## src/rtl/pipelined_shifter.sv

```systemverilog
// Pipelined barrel shifter: one barrel level per stage, valid/ready at both ends.
// Stage k applies a shift of 2^k when shamt bit k is set. The op, tag, shamt,
// sign and running carry travel with the data.
module pipelined_shifter #(
  parameter int unsigned WIDTH = 32,
  parameter int unsigned TAG_W = 4,
  localparam int unsigned SHAMT_W = $clog2(WIDTH)
) (
  input  logic               clock,
  input  logic               reset_n,
  input  logic               in_valid,
  output logic               in_ready,
  input  logic [WIDTH-1:0]   in_data,
  input  logic [SHAMT_W-1:0] in_shamt,
  input  logic [1:0]         in_op,
  input  logic [TAG_W-1:0]   in_tag,
  output logic               out_valid,
  input  logic               out_ready,
  output logic [WIDTH-1:0]   out_data,
  output logic               out_carry,
  output logic               out_zero,
  output logic [TAG_W-1:0]   out_tag
);

  typedef enum logic [1:0] {
    OpSll = 2'b00,
    OpSrl = 2'b01,
    OpSra = 2'b10,
    OpRol = 2'b11
  } op_e;

  // Stage registers
  logic               valid_q [SHAMT_W];
  logic [WIDTH-1:0]   data_q  [SHAMT_W];
  logic [SHAMT_W-1:0] shamt_q [SHAMT_W];
  op_e                op_q    [SHAMT_W];
  logic [TAG_W-1:0]   tag_q   [SHAMT_W];
  logic               carry_q [SHAMT_W];
  logic               sign_q  [SHAMT_W];

  // Values presented to each stage by its predecessor (stage 0 sees the ports)
  logic               src_valid [SHAMT_W];
  logic [WIDTH-1:0]   src_data  [SHAMT_W];
  logic [SHAMT_W-1:0] src_shamt [SHAMT_W];
  op_e                src_op    [SHAMT_W];
  logic [TAG_W-1:0]   src_tag   [SHAMT_W];
  logic               src_carry [SHAMT_W];
  logic               src_sign  [SHAMT_W];

  logic [WIDTH-1:0]   data_d  [SHAMT_W];
  logic               carry_d [SHAMT_W];

  // take[k]: stage k loads this cycle (it is empty or everything ahead of it moves)
  logic               take [SHAMT_W];

  // Backpressure chain, computed from the output end; no dependence on in_valid
  always_comb begin : take_chain
    logic acc;
    acc = out_ready;
    for (int k = SHAMT_W - 1; k >= 0; k--) begin
      acc     = acc | ~valid_q[k];
      take[k] = acc;
    end
  end

  // Route each stage's source from the ports or the previous stage
  always_comb begin
    src_valid[0] = in_valid;
    src_data[0]  = in_data;
    src_shamt[0] = in_shamt;
    src_op[0]    = op_e'(in_op);
    src_tag[0]   = in_tag;
    src_carry[0] = 1'b0;
    src_sign[0]  = in_data[WIDTH-1];
    for (int k = 1; k < SHAMT_W; k++) begin
      src_valid[k] = valid_q[k-1];
      src_data[k]  = data_q[k-1];
      src_shamt[k] = shamt_q[k-1];
      src_op[k]    = op_q[k-1];
      src_tag[k]   = tag_q[k-1];
      src_carry[k] = carry_q[k-1];
      src_sign[k]  = sign_q[k-1];
    end
  end

  // One barrel level per stage; carry only changes on levels that shift
  always_comb begin
    for (int k = 0; k < SHAMT_W; k++) begin
      int unsigned      amt;
      logic [WIDTH-1:0] hi_out;
      logic [WIDTH-1:0] lo_out;
      amt        = 32'd1 << k;
      hi_out     = src_data[k] >> (WIDTH - amt);
      lo_out     = src_data[k] >> (amt - 1);
      data_d[k]  = src_data[k];
      carry_d[k] = src_carry[k];
      if (|(src_shamt[k] & (SHAMT_W'(1) << k))) begin
        unique case (src_op[k])
          OpSll: begin
            data_d[k]  = src_data[k] << amt;
            carry_d[k] = hi_out[0];
          end
          OpSrl: begin
            data_d[k]  = src_data[k] >> amt;
            carry_d[k] = lo_out[0];
          end
          OpSra: begin
            // Fill uses the operand's original MSB captured at stage 0
            data_d[k]  = (src_data[k] >> amt) |
                         (src_sign[k] ? ~({WIDTH{1'b1}} >> amt) : '0);
            carry_d[k] = lo_out[0];
          end
          OpRol: begin
            data_d[k]  = (src_data[k] << amt) | hi_out;
            carry_d[k] = 1'b0;
          end
        endcase
      end
    end
  end

  // Stage registers; payload only updates on a valid load so empty slots hold data
  always_ff @(posedge clock or negedge reset_n) begin
    if (!reset_n) begin
      for (int k = 0; k < SHAMT_W; k++) begin
        valid_q[k] <= 1'b0;
        data_q[k]  <= '0;
        shamt_q[k] <= '0;
        op_q[k]    <= OpSll;
        tag_q[k]   <= '0;
        carry_q[k] <= 1'b0;
        sign_q[k]  <= 1'b0;
      end
    end else begin
      for (int k = 0; k < SHAMT_W; k++) begin
        if (take[k]) begin
          valid_q[k] <= src_valid[k];
          if (src_valid[k]) begin
            data_q[k]  <= data_d[k];
            shamt_q[k] <= src_shamt[k];
            op_q[k]    <= src_op[k];
            tag_q[k]   <= src_tag[k];
            carry_q[k] <= carry_d[k];
            sign_q[k]  <= src_sign[k];
          end
        end
      end
    end
  end

  // Outputs come straight from the last stage
  always_comb begin
    in_ready  = take[0];
    out_valid = valid_q[SHAMT_W-1];
    out_data  = data_q[SHAMT_W-1];
    out_carry = carry_q[SHAMT_W-1];
    out_tag   = tag_q[SHAMT_W-1];
    out_zero  = (data_q[SHAMT_W-1] == '0);
  end

endmodule
```

## config.mk

```make
export PLATFORM = sky130hd
export DESIGN_NAME = pipelined_shifter
export DESIGN_NICKNAME = d
export VERILOG_FILES = /design/src/rtl/pipelined_shifter.sv
export SDC_FILE = /design/constraint.sdc
export NUM_CORES = 1
export LEC_CHECK = 0
export CORE_ASPECT_RATIO = 0.9
export CORE_MARGIN = 4
export CORE_UTILIZATION = 50
export DETAILED_ROUTE_END_ITERATION = 8
export PLACE_DENSITY_LB_ADDON = 0.08
export REMOVE_ABC_BUFFERS = 1
export SLEW_MARGIN = 15
export SYNTH_ARGS = -nofsm -noshare
export SYNTH_HDL_FRONTEND = slang
export SYNTH_SLANG_ARGS = --single-unit
export TNS_END_PERCENT = 10
```

## constraint.sdc

```tcl
create_clock -name clock -period 2.6 [get_ports clock]
set_clock_uncertainty 0.05 [all_clocks]
set_input_delay 0.52 -clock clock [delete_from_list [all_inputs] [get_ports clock]]
set_output_delay 0.52 -clock clock [all_outputs]
set_load 0.005 [all_outputs]
```

==> results.ini <==
[timing]
max_freq_ghz=0.407
worst_slew_pin_slew_ns=0.729
fin_hold_ws_ns=-0.0185
fin_setup_tns_ns=0
period_needed_ns=2.45
rsz0062_at_grt=no
slew_headroom_pct=51.1
finalHoldViolCount=7
timing.final.crit_share_pct=94.4
slew_violations=0
setup-violations-final=0

[setup_path]
cp.arrival_ns=1.88
start_kind=input port
path_cells=clkdlybuf4s50_1 > and4b_1 > nand3_1 > clkdlybuf4s50_1
critPathTopFamily=buffers and inverters
cpPeakStageDelay_ns=0.51
worst-path-buf-inv=2
cp_max_fo=4
cp_common_cell=clkdlybuf4s50_1
r2r_cells=4
critical_path_class=in -> out
worst_path_max_delay_cell=clkdlybuf4s50_1
cp.required_ns=2.03
critPathCaptureType=output port
cp.depth=4

[pwr]
p_sw_uw=4800
powerDensity_nw_per_um2=1060
total_power_uw=13200
p_leak_uw=0.00521
internal-power_uw=8390
combPwrFrac_pct=31.0
seqPwrFrac_pct=43.7
p_clk_share_pct=25.3
peakVddDrop_mv=0.439
switching_share_pct=36.4

[run_status]
status=finished with violations
failed_checks=hold timing

[route]
route.detailed.drc=0
wire_per_inst_um=17.5
viasPerCell=5.81
drt_wl_total_mm=25.5
antenna_left=0
vias=8477
detail_route.first_pass.iterations=9
drt-initial-drc-count=568

[floorplan]
start_util_pct=51.3
die_area_um2=23900
core_region_area_um2=21000
rows=50
io_pins=87
dieHeight_um=147
die_width_um=163

[clock_network]
cts_buffers=24
cts_buffer_depth=3
root_buffer=clkbuf_16
htree_levels=1
cts_tree=done
cts_setup_buffers=0
clk_latency_ns=0.51
cts_sinks=212
path_clk_slew_ns=0.06

[finish]
seqCellArea_um2=5310
multiInputGateArea_um2=4720
n_fill_cell=1910
antennaDiodeCount=0
nNetsFinal=1223
area_growth_pct=16.3
final_cells=1459
drive_gt1_share_pct=10.3

[synthesis]
ys_ff_latch=212
yosys_warnings=0
synth_cells=1134
synth-compound-area-share_pct=25.8
yosys.area_share.simple_pct=13.3
synth_area_um2=10700
synthMuxAreaShare_pct=1.78
synth-xor-area-share_pct=0
synth_top_area_share_pct=49.4
ys_seq_area_share_pct=49.4
synth_top_family_by_area=compound AO/OA/AOI/OAI gates
synth_area_per_cell_um2=9.47
synth_top_cell_by_area=dfrtp_1
synth_area_leaders=dfrtp_1 (49%), o21ai_0 (8.5%), nand2_1 (7.9%)
synthAdderAreaFrac_pct=2.33
ys_types=47

[hold_path]
min-delay-path-class=in -> async

[placement]
place_hpwl_mm=17.9
io_buffers=86
gp_congestion=0.833
placed_cells=1416

[grt]
grt_use_total_pct=21.2
grt_pass1_vias=8303
overflow=0
grt_antenna_before_repair=0
grt_max_degree=83
grt_pass1_wl_mm=42.7

[job]
maxCapViolCount=0

-- synthesized netlist by cell type (all sizes together) --
cell and number:
a21o 1, a21oi 29, a221oi 84, a222oi 30
a22o 12, a22oi 1, a31oi 1, a32oi 15
and2 3, and3 1, and4b 1, buf 75
clkbuf 48, clkinv 2, dfrtp 212, ha 20
inv 15, mux2 17, nand2 227, nand2b 4
nand3 1, nand3b 2, nand4 2, nand4b 2
nor2 35, nor2b 33, nor3b 1, nor4 8
o211ai 4, o21a 2, o21ai 237, o311ai 1
o31ai 2, or2 6
-- worst reg2reg max path: cells and delay by family, from the launching register on --
kind            cells  cell delay, ns
compound gates      1            0.21
buf+inv             1            0.55
flops               1            0.35
simple gates        2            0.85
-- power by group through the flow --
stage	registers [uW]	clock network (uW)	logic [uW]
3_5_place_dp	5740	0	4050
4_1_cts	5690	3410	4070
5_1_grt	5920	3560	4610
6_report	5760	3340	4090
3_3_place_gp	5700	0	3980
2_1_floorplan	5350	0	2430
-- cell type report --
class,count,share of cell area [%]
clock buffers,31,5.43
multi-input cells,782,37.8
flip-flops and latches,212,42.5
well taps,286,2.87
inverters,17,0.511
clock inverters,12,0.922
repair buffers,119,10.0
-- cells in the final DEF (no fill, tap or decap), types with 5 or more instances in the layout --
master	Yosys	final
clkinv_2	0	8
ha_1	20	20
nand2_1	227	227
nor2b_1	31	31
nor4_2	0	5
a222oi_1	30	30
a22o_1	12	12
a32oi_1	15	15
a21oi_1	29	29
dfrtp_1	212	212
buf_4	37	22
o21ai_0	183	183
clkdlybuf4s50_1	0	84
nor2_1	33	33
inv_1	15	15
clkbuf_16	0	25
buf_12	0	11
a221oi_2	11	11
mux2_2	17	17
a221oi_1	73	73
o21ai_1	52	52
-- routing by layer --
metal | part of all wire [%] | wire length [um] | GRT usage (%)
met1 | 46 | 11800 | 29.8
met2 | 47 | 12000 | 34.9
met3 | 4.4 | 1120 | 2.83
met4 | 2.0 | 513 | 5.41
met5 | 0 | 0 | 0
-- sequential cells by signal (all words and copies together) (netlist names) --
register and count:
data_q 128, out_data 32, src_tag 16, shamt_q 10, op_q 8, carry_q 4
out_tag 4, sign_q 4, src_valid 4, out_carry 1, out_valid 1
-- worst paths after layout --
kind | startpoint | to | slack, ns
worst max register to register | shamt_q[13] | data_q[33] | 0.53
min in group clock | src_tag[8] | src_tag[4] | 0.42
worst min register to register | src_tag[8] | src_tag[4] | 0.42
max in group asynchronous | reset_n | src_tag[6] | 1.84
worst max-delay path | out_ready | in_ready | 0.15
worst min-delay path | reset_n | out_carry | -0.02
-- logic make-up (layout without fill, tap and decap cells) --
group,after synthesis,in the layout
AOI/OAI and AO/OA,419,419
and+or+nand+nor,326,326
DFF,212,212
muxes,17,17
buffers and inverters,140,179
adders and majority gates,20,20
-- per-stage QoR --
step	instance area [um^2]	setup WS (ns)	hold slack (ns)	utilization, %
global placement	11600	0.169	0.398	55.5
global route	12500	0.0791	0.0468	59.6
floorplan	10000	-0.256	0.174	-
detailed placement	11600	0.143	0.403	55.5
CTS	12400	0.0146	0.0270	59.3
finish	12500	0.146	-0.0185	59.6
-- repair_timing --
action                     4_1_cts  5_1_grt
setup endpoints to repair        1        1
resized for setup                2        8
pin swaps                        0        3
hold buffers                     0        0
Note: power is estimated with default switching activity, not from simulation.
